## src/rtl/shape_vertex_gen_pkg.sv

```systemverilog
// Shared types and local-vertex tables for the tangram vertex generator.
// Fixed-point widths mirror the project-wide constants header.
package shape_vertex_gen_pkg;

   localparam int INT_BITS       = 16;
   localparam int FLOAT_BITS     = 16;
   localparam int FLOAT_DCM_BITS = 14;
   localparam int LOC_W          = INT_BITS + 1;

   typedef enum logic [1:0] {TRI = 2'd0, SQUARE = 2'd1, PARA = 2'd2} shape_ty_e;
   typedef enum logic [1:0] {IDLE, ROT, EMIT, BBOX} svg_state_e;

   typedef struct packed {
      logic signed [LOC_W-1:0] u;
      logic signed [LOC_W-1:0] v;
   } local_vtx_t;

   function automatic logic [2:0] vtx_count(input shape_ty_e t);
      return (t == TRI) ? 3'd3 : 3'd4;
   endfunction

   // Local corners in emit order; one extra bit keeps -S representable for the parallelogram.
   function automatic local_vtx_t vtx_local(input shape_ty_e t, input logic [1:0] idx,
                                            input logic [INT_BITS-1:0] size);
      logic signed [LOC_W-1:0] s;
      local_vtx_t lv;
      s    = $signed({1'b0, size});
      lv.u = '0;
      lv.v = '0;
      case (idx)
         2'd1: lv.u = s;
         2'd2: begin
            if (t == SQUARE) lv.u = s;
            lv.v = s;
         end
         2'd3: begin
            if (t == PARA) lv.u = -s;
            lv.v = s;
         end
         default: ;
      endcase
      return lv;
   endfunction

endpackage

```

## src/rtl/vertex_rotate_fwd.sv

```systemverilog
// Local->screen rotation: dx = floor(u*cos - v*sin), dy = floor(u*sin + v*cos) in pixels.
// STAGES-deep registered pipeline; the result is kept modulo 2^OUT_W since callers wrap anyway.
module vertex_rotate_fwd #(
   parameter int DATA_W = 17,
   parameter int COEF_W = 16,
   parameter int FRAC   = 14,
   parameter int OUT_W  = 16,
   parameter int STAGES = 2
) (
   input  logic                     clk,
   input  logic                     rst,
   input  logic                     vld_in,
   input  logic signed [DATA_W-1:0] u,
   input  logic signed [DATA_W-1:0] v,
   input  logic signed [COEF_W-1:0] sn,
   input  logic signed [COEF_W-1:0] cs,
   output logic                     vld_out,
   output logic signed [OUT_W-1:0]  dx,
   output logic signed [OUT_W-1:0]  dy
);

   localparam int PW = DATA_W + COEF_W + 1;

   function automatic logic signed [OUT_W-1:0] floor_wrap(input logic signed [PW-1:0] a);
      logic signed [PW-1:0] sh;
      sh = a >>> FRAC;
      return sh[OUT_W-1:0];
   endfunction

   logic signed [PW-1:0] dx_sum, dy_sum;
   logic signed [OUT_W-1:0] dx_p [STAGES];
   logic signed [OUT_W-1:0] dy_p [STAGES];
   logic [STAGES-1:0] vld_p;

   always_comb begin
      dx_sum = PW'(u) * PW'(cs) - PW'(v) * PW'(sn);
      dy_sum = PW'(u) * PW'(sn) + PW'(v) * PW'(cs);
   end

   // p0: multiply-add result; p1..: delay to the configured latency
   always_ff @(posedge clk) begin
      dx_p[0] <= floor_wrap(dx_sum);
      dy_p[0] <= floor_wrap(dy_sum);
      for (int i = 1; i < STAGES; i++) begin
         dx_p[i] <= dx_p[i-1];
         dy_p[i] <= dy_p[i-1];
      end
   end

   always_ff @(posedge clk) begin
      if (rst) begin
         vld_p <= '0;
      end else begin
         vld_p[0] <= vld_in;
         for (int i = 1; i < STAGES; i++) vld_p[i] <= vld_p[i-1];
      end
   end

   assign vld_out = vld_p[STAGES-1];
   assign dx      = dx_p[STAGES-1];
   assign dy      = dy_p[STAGES-1];

endmodule

```

## src/rtl/shape_vertex_gen.sv

```systemverilog
// Streams the screen-space corners of one tangram piece, then pulses its bounding box.
// The first vertex is launched into the rotate pipe in the accept cycle to meet N+1+ROT_LAT.
module shape_vertex_gen
   import shape_vertex_gen_pkg::*;
#(
   parameter int ROT_LAT = 2
) (
   input  logic                         clk,
   input  logic                         rst,
   input  logic                         in_valid,
   output logic                         in_ready,
   input  logic [INT_BITS-1:0]          ty,
   input  logic signed [INT_BITS-1:0]   x0,
   input  logic signed [INT_BITS-1:0]   y0,
   input  logic [INT_BITS-1:0]          size,
   input  logic signed [FLOAT_BITS-1:0] sin,
   input  logic signed [FLOAT_BITS-1:0] cos,
   output logic                         vtx_valid,
   input  logic                         vtx_ready,
   output logic signed [INT_BITS-1:0]   vtx_x,
   output logic signed [INT_BITS-1:0]   vtx_y,
   output logic [1:0]                   vtx_idx,
   output logic                         vtx_last,
   output logic                         bbox_valid,
   output logic signed [INT_BITS-1:0]   bbox_xmin,
   output logic signed [INT_BITS-1:0]   bbox_xmax,
   output logic signed [INT_BITS-1:0]   bbox_ymin,
   output logic signed [INT_BITS-1:0]   bbox_ymax,
   output logic                         err
);

   svg_state_e state;
   shape_ty_e ty_r;
   logic signed [INT_BITS-1:0] x0_r, y0_r;
   logic [INT_BITS-1:0] size_r;
   logic signed [FLOAT_BITS-1:0] sin_r, cos_r;

   logic in_idle, ty_ok, rot_vld_in, rot_vld;
   logic [1:0] src_idx;
   local_vtx_t lv;
   logic signed [FLOAT_BITS-1:0] rot_sin, rot_cos;
   logic signed [INT_BITS-1:0] dx, dy, vx, vy;

   assign in_idle  = (state == IDLE);
   assign in_ready = in_idle;
   assign ty_ok    = (ty <= INT_BITS'(2));

   // While idle the pipe is fed straight from the ports so vertex 0 starts in the accept cycle.
   always_comb begin
      src_idx    = in_idle ? 2'd0 : vtx_idx + 2'd1;
      lv         = vtx_local(in_idle ? shape_ty_e'(ty[1:0]) : ty_r, src_idx,
                             in_idle ? size : size_r);
      rot_sin    = in_idle ? sin : sin_r;
      rot_cos    = in_idle ? cos : cos_r;
      rot_vld_in = (in_idle && in_valid && ty_ok) ||
                   (state == EMIT && vtx_ready && !vtx_last);
      vx         = x0_r + dx;
      vy         = y0_r + dy;
   end

   vertex_rotate_fwd #(
      .DATA_W(LOC_W),
      .COEF_W(FLOAT_BITS),
      .FRAC  (FLOAT_DCM_BITS),
      .OUT_W (INT_BITS),
      .STAGES(ROT_LAT)
   ) u_rot (
      .clk    (clk),
      .rst    (rst),
      .vld_in (rot_vld_in),
      .u      (lv.u),
      .v      (lv.v),
      .sn     (rot_sin),
      .cs     (rot_cos),
      .vld_out(rot_vld),
      .dx     (dx),
      .dy     (dy)
   );

   always_ff @(posedge clk) begin
      if (in_idle && in_valid) begin
         ty_r   <= shape_ty_e'(ty[1:0]);
         x0_r   <= x0;
         y0_r   <= y0;
         size_r <= size;
         sin_r  <= sin;
         cos_r  <= cos;
      end
   end

   always_ff @(posedge clk) begin
      if (rst) begin
         state      <= IDLE;
         vtx_valid  <= 1'b0;
         vtx_x      <= '0;
         vtx_y      <= '0;
         vtx_idx    <= '0;
         vtx_last   <= 1'b0;
         bbox_valid <= 1'b0;
         bbox_xmin  <= '0;
         bbox_xmax  <= '0;
         bbox_ymin  <= '0;
         bbox_ymax  <= '0;
         err        <= 1'b0;
      end else begin
         err        <= 1'b0;
         bbox_valid <= 1'b0;
         case (state)
            IDLE: if (in_valid) begin
               if (ty_ok) begin
                  vtx_idx <= 2'd0;
                  state   <= ROT;
               end else begin
                  err <= 1'b1;
               end
            end
            ROT: if (rot_vld) begin
               vtx_valid <= 1'b1;
               vtx_x     <= vx;
               vtx_y     <= vy;
               vtx_last  <= ({1'b0, vtx_idx} == vtx_count(ty_r) - 3'd1);
               state     <= EMIT;
            end
            EMIT: if (vtx_ready) begin
               vtx_valid <= 1'b0;
               vtx_last  <= 1'b0;
               // Vertex 0 seeds the extents so an all-negative shape is not clamped to 0.
               if (vtx_idx == 2'd0) begin
                  bbox_xmin <= vtx_x;
                  bbox_xmax <= vtx_x;
                  bbox_ymin <= vtx_y;
                  bbox_ymax <= vtx_y;
               end else begin
                  if (vtx_x < bbox_xmin) bbox_xmin <= vtx_x;
                  if (vtx_x > bbox_xmax) bbox_xmax <= vtx_x;
                  if (vtx_y < bbox_ymin) bbox_ymin <= vtx_y;
                  if (vtx_y > bbox_ymax) bbox_ymax <= vtx_y;
               end
               if (vtx_last) begin
                  bbox_valid <= 1'b1;
                  state      <= BBOX;
               end else begin
                  vtx_idx <= vtx_idx + 2'd1;
                  state   <= ROT;
               end
            end
            BBOX: state <= IDLE;
            default: state <= IDLE;
         endcase
      end
   end

endmodule

```

## config.mk

```make
export PLATFORM = sky130hd
export DESIGN_NAME = shape_vertex_gen
export DESIGN_NICKNAME = d
export VERILOG_FILES = /design/src/rtl/shape_vertex_gen_pkg.sv /design/src/rtl/vertex_rotate_fwd.sv /design/src/rtl/shape_vertex_gen.sv
export SDC_FILE = /design/constraint.sdc
export NUM_CORES = 2
export LEC_CHECK = 0
export CAP_MARGIN = 25
export CORE_UTILIZATION = 55
export DETAILED_ROUTE_END_ITERATION = 7
export HOLD_SLACK_MARGIN = 0.03
export PLACE_DENSITY_LB_ADDON = 0.2
export SLEW_MARGIN = 15
export SYNTH_ARGS = -nofsm -noshare
export SYNTH_HDL_FRONTEND = slang
export SYNTH_HIERARCHICAL = 1
export SYNTH_SLANG_ARGS = --single-unit
```

## constraint.sdc

```tcl
create_clock -name clk -period 16.4 [get_ports clk]
set_clock_uncertainty 0.1 [all_clocks]
set_input_delay 1.64 -clock clk [delete_from_list [all_inputs] [get_ports clk]]
set_output_delay 1.64 -clock clk [all_outputs]
set_load 0.02 [all_outputs]
```

==> impl_results.md <==
* Final instance area at 54420 um2
* Critical path class: reg -> reg
* # DRC at 0
* CTS-repair resized insts at 0
* Post-Synthesis Cells at 5316
* Die W at 304.5 um
* Final setup vio count at 0
* Final Slew Violations at 0
* Worst EP arrival at 11.23 ns
* Layout cell share with drive strength beyond 1 at 3.242%
* Max Cap Viol at 0
* Setup repair bufs after CTS at 0
* Crit-path slowest cell: mux2i_1
* Tmin final at 10.85 ns
* Leakage power at 26.42 nW
* Per-cell routed wire length at 20.44 um
* CP Capture Type: flop
* DR pass1 iterations at 5
* Setup TNS at 0 ns
* Clock-pin slew on the worst setup and hold paths at 0.06 ns
* ANT nets after route at 0
* Clock Tree Buf Depth at 3
* Warnings from Yosys at 6
* CTS root buf: clkbuf_16
* Worst vdd ir at 0.3607 mV
* Mapped Area at 50340 um2
* Fin. Hold Viols at 0
* P_sw at 2.642 mW
* Worst stage delay on the critical path at 0.64 ns
* Non-filler cells in the finished layout at 6545
* Die Ht at 304.5 um
* Worst Path Max Fanout at 32
* Clock sink count at 252
* Routed vias/inst at 5.378
* Layout area overhead at 8.113%
* First-pass GRT wire length at 214400 um
* CP dominant cell by count: fa_1
* Top FF cell, synth: dfxtp_1
* CP Launch Type: flop
* Vias in the first global route at 37950
* Detailed Place HPWL at 99870 um
* Yosys reg bits at 252
* Via count at 35200
* Number of port buffers at 202
* Die Area at 92740 um2
* Final worst slack at 5.555 ns
* Seq/Total Area, Yosys at 11.65%
* Core area at 90290 um2
* Gr ovfl total at 0
* Largest net degree at the start of global routing at 74
* DP Worst Slack at 5.535 ns
* Post-synth ARST share at 0%
* Max Clock Freq at 0.09220 GHz
* RSZ-0062 raised after global routing: no
* Iteration-0 DRC Markers at 2328
* Part of the cycle the worst path needs at 66.13%
* Total GRT Usage at 30.09%
* Switching share of power at 48.81%
* Later-pin clock latency in the skew report at 0.65 ns
* Outcome: complete, no violations
* CTS buffer count at 31
* Final Power at 5.413 mW
* Distinct cells, synth at 74
* RD Place Congestion at 0.8989
* Core Rows at 110
* Top delay family on crit path: adder cells
* Int Pwr at 2.771 mW
* Req. time, crit path at 16.78 ns
* Post-CTS Hold Buffers at 0
* Placed cell area at 53310 um2
* WL final at 133800 um
* Placed Cells at 6481
* CP bufs+invs at 8
* Hold Crit Class: reg -> reg
* Combinational power share at 71.4%
* Initial Utilization at 55.76%
* Io pins at 203
* Clk pwr share at 13.0%
* Worst Tran Pin Value at 1.052 ns
* Initial antenna violation count at 5
* Seq pwr share at 15.6%
* Max H-tree Level at 1
* Syn Area/Cell at 9.470 um2
* Synthesized Nets at 6906
* TritonCTS clock tree: done
* Number of flops mapped to enable cells by yosys at 82
* Slew HR at 29.86%
* Pwr dens at 99.46 nW/um2
* Layout net count at 6932
-- routing by layer --
metal,vias to the layer above,part of all wire [%],wire length (um),GRT usage (%)
li1,15620,-,-,-
met1,18120,40,53600,39.29
met2,1194,49,66020,51.70
met3,264,6.2,8247,3.414
met4,0,4.4,5903,11.13
met5,-,0,0,0
-- path summary, 6_finish.rpt --
path | cells past startpoint | start | to | slack, ns
worst max-delay path | 35 | state[0] | u_rot/dy_p[0][15] | 5.55
worst min-delay path | 0 | u_rot/dy_p[0][1] | u_rot/dy_p[0][17] | 0.22
worst max register to register | 35 | state[0] | u_rot/dy_p[0][15] | 5.55
worst min register to register | 0 | u_rot/dy_p[0][1] | u_rot/dy_p[0][17] | 0.22
-- flip-flops by register name (all words and copies together), names as in the netlist --
name / flops
vtx_idx: 2
vtx_valid: 1
vtx_y: 16
u_rot/vld_p: 2
vtx_x: 16
err: 1
x0_r: 16
bbox_ymax: 16
bbox_xmin: 16
sin_r: 16
state: 2
y0_r: 16
bbox_xmax: 16
size_r: 16
u_rot/dx_p: 32
cos_r: 16
vtx_last: 1
bbox_valid: 1
bbox_ymin: 16
ty_r: 2
u_rot/dy_p: 32
-- logic make-up after synthesis --
group                    share of synthesized area (%)
AO/OA/AOI/OAI                                    3.664
XOR/XNOR                                         2.418
AND/OR/NAND/NOR                                  15.01
adder cells (fa/ha/maj)                          53.56
buffers and inverters                            12.04
multiplexers                                     1.653
flip-flops                                       11.65
other                                         0.007449
-- area by class of cell --
| class | instances | area (um2) |
|---|---|---|
| diodes | 2 | 5.005 |
| clock buffers | 40 | 913.4 |
| clock inverters | 18 | 132.6 |
| fillers | 7879 | 35860 |
| inverters | 1297 | 4871 |
| multi-input cells | 3490 | 38570 |
| flip-flops and latches | 252 | 5866 |
| well taps | 1176 | 1471 |
| repair buffers | 270 | 2595 |
-- cell usage after synthesis, drive strengths merged (4+ instances only) --
master | n | share of area, %
xor2 | 31 | 0.54
xnor2 | 108 | 1.9
a211o | 6 | 0.10
a21oi | 87 | 0.87
o211ai | 7 | 0.10
or3 | 4 | 0.050
or2 | 5 | 0.062
and3 | 26 | 0.32
clkbuf | 236 | 1.8
nor4 | 11 | 0.15
nand4 | 9 | 0.11
a211oi | 14 | 0.24
ha | 382 | 9.5
o21ai | 31 | 0.32
nand2b | 36 | 0.45
and4 | 6 | 0.11
nor3b | 7 | 0.10
nor2 | 128 | 0.95
inv | 1297 | 9.7
o31ai | 4 | 0.087
nand2 | 619 | 4.6
mux2i | 82 | 1.6
nor2b | 36 | 0.45
dfxtp | 170 | 6.8
nor3 | 27 | 0.27
nand3 | 15 | 0.15
a21o | 32 | 0.48
fa | 1108 | 44
o21a | 20 | 0.30
a21boi | 6 | 0.089
nand3b | 5 | 0.075
a31oi | 9 | 0.11
o22ai | 19 | 0.24
and2 | 562 | 7.0
o21bai | 8 | 0.12
buf | 41 | 0.61
edfxtp | 82 | 4.9
-- power by group through the flow --
stage	clock [mW]	sequential, mW	combinational, mW
after floorplan	0	0.813	2.63
after global placement	0	0.858	3.71
after detailed placement	0	0.858	3.78
after CTS	0.723	0.845	3.80
after global routing	0.745	0.850	4.26
final	0.706	0.844	3.86
-- cells in the final DEF, fill, tap and decap left out, drive strengths merged, types with 7 or more instances in the layout --
cell type	count
nor2b	36
nor2	128
o21a	20
xnor2	108
nor4	11
buf	69
nor3b	7
xor2	31
and3	26
o22ai	19
o21ai	31
clkbuf	40
nand2	619
a21oi	87
o21bai	8
inv	1303
dfxtp	170
clkdlybuf4s50	201
a211oi	14
nand3	15
o211ai	7
a21o	32
nand2b	36
fa	1108
edfxtp	82
ha	382
nand4	9
nor3	27
clkinv	9
a31oi	9
mux2i	82
and2	562
-- through the flow --
step	hold WS, ns	utilization, %
floorplan	0.2096	-
global placement	0.2126	58.99
detailed placement	0.2121	59.05
CTS	0.2240	60.21
global route	0.2258	60.27
finish	0.2237	60.28
Power figures use the tool's default switching activity.
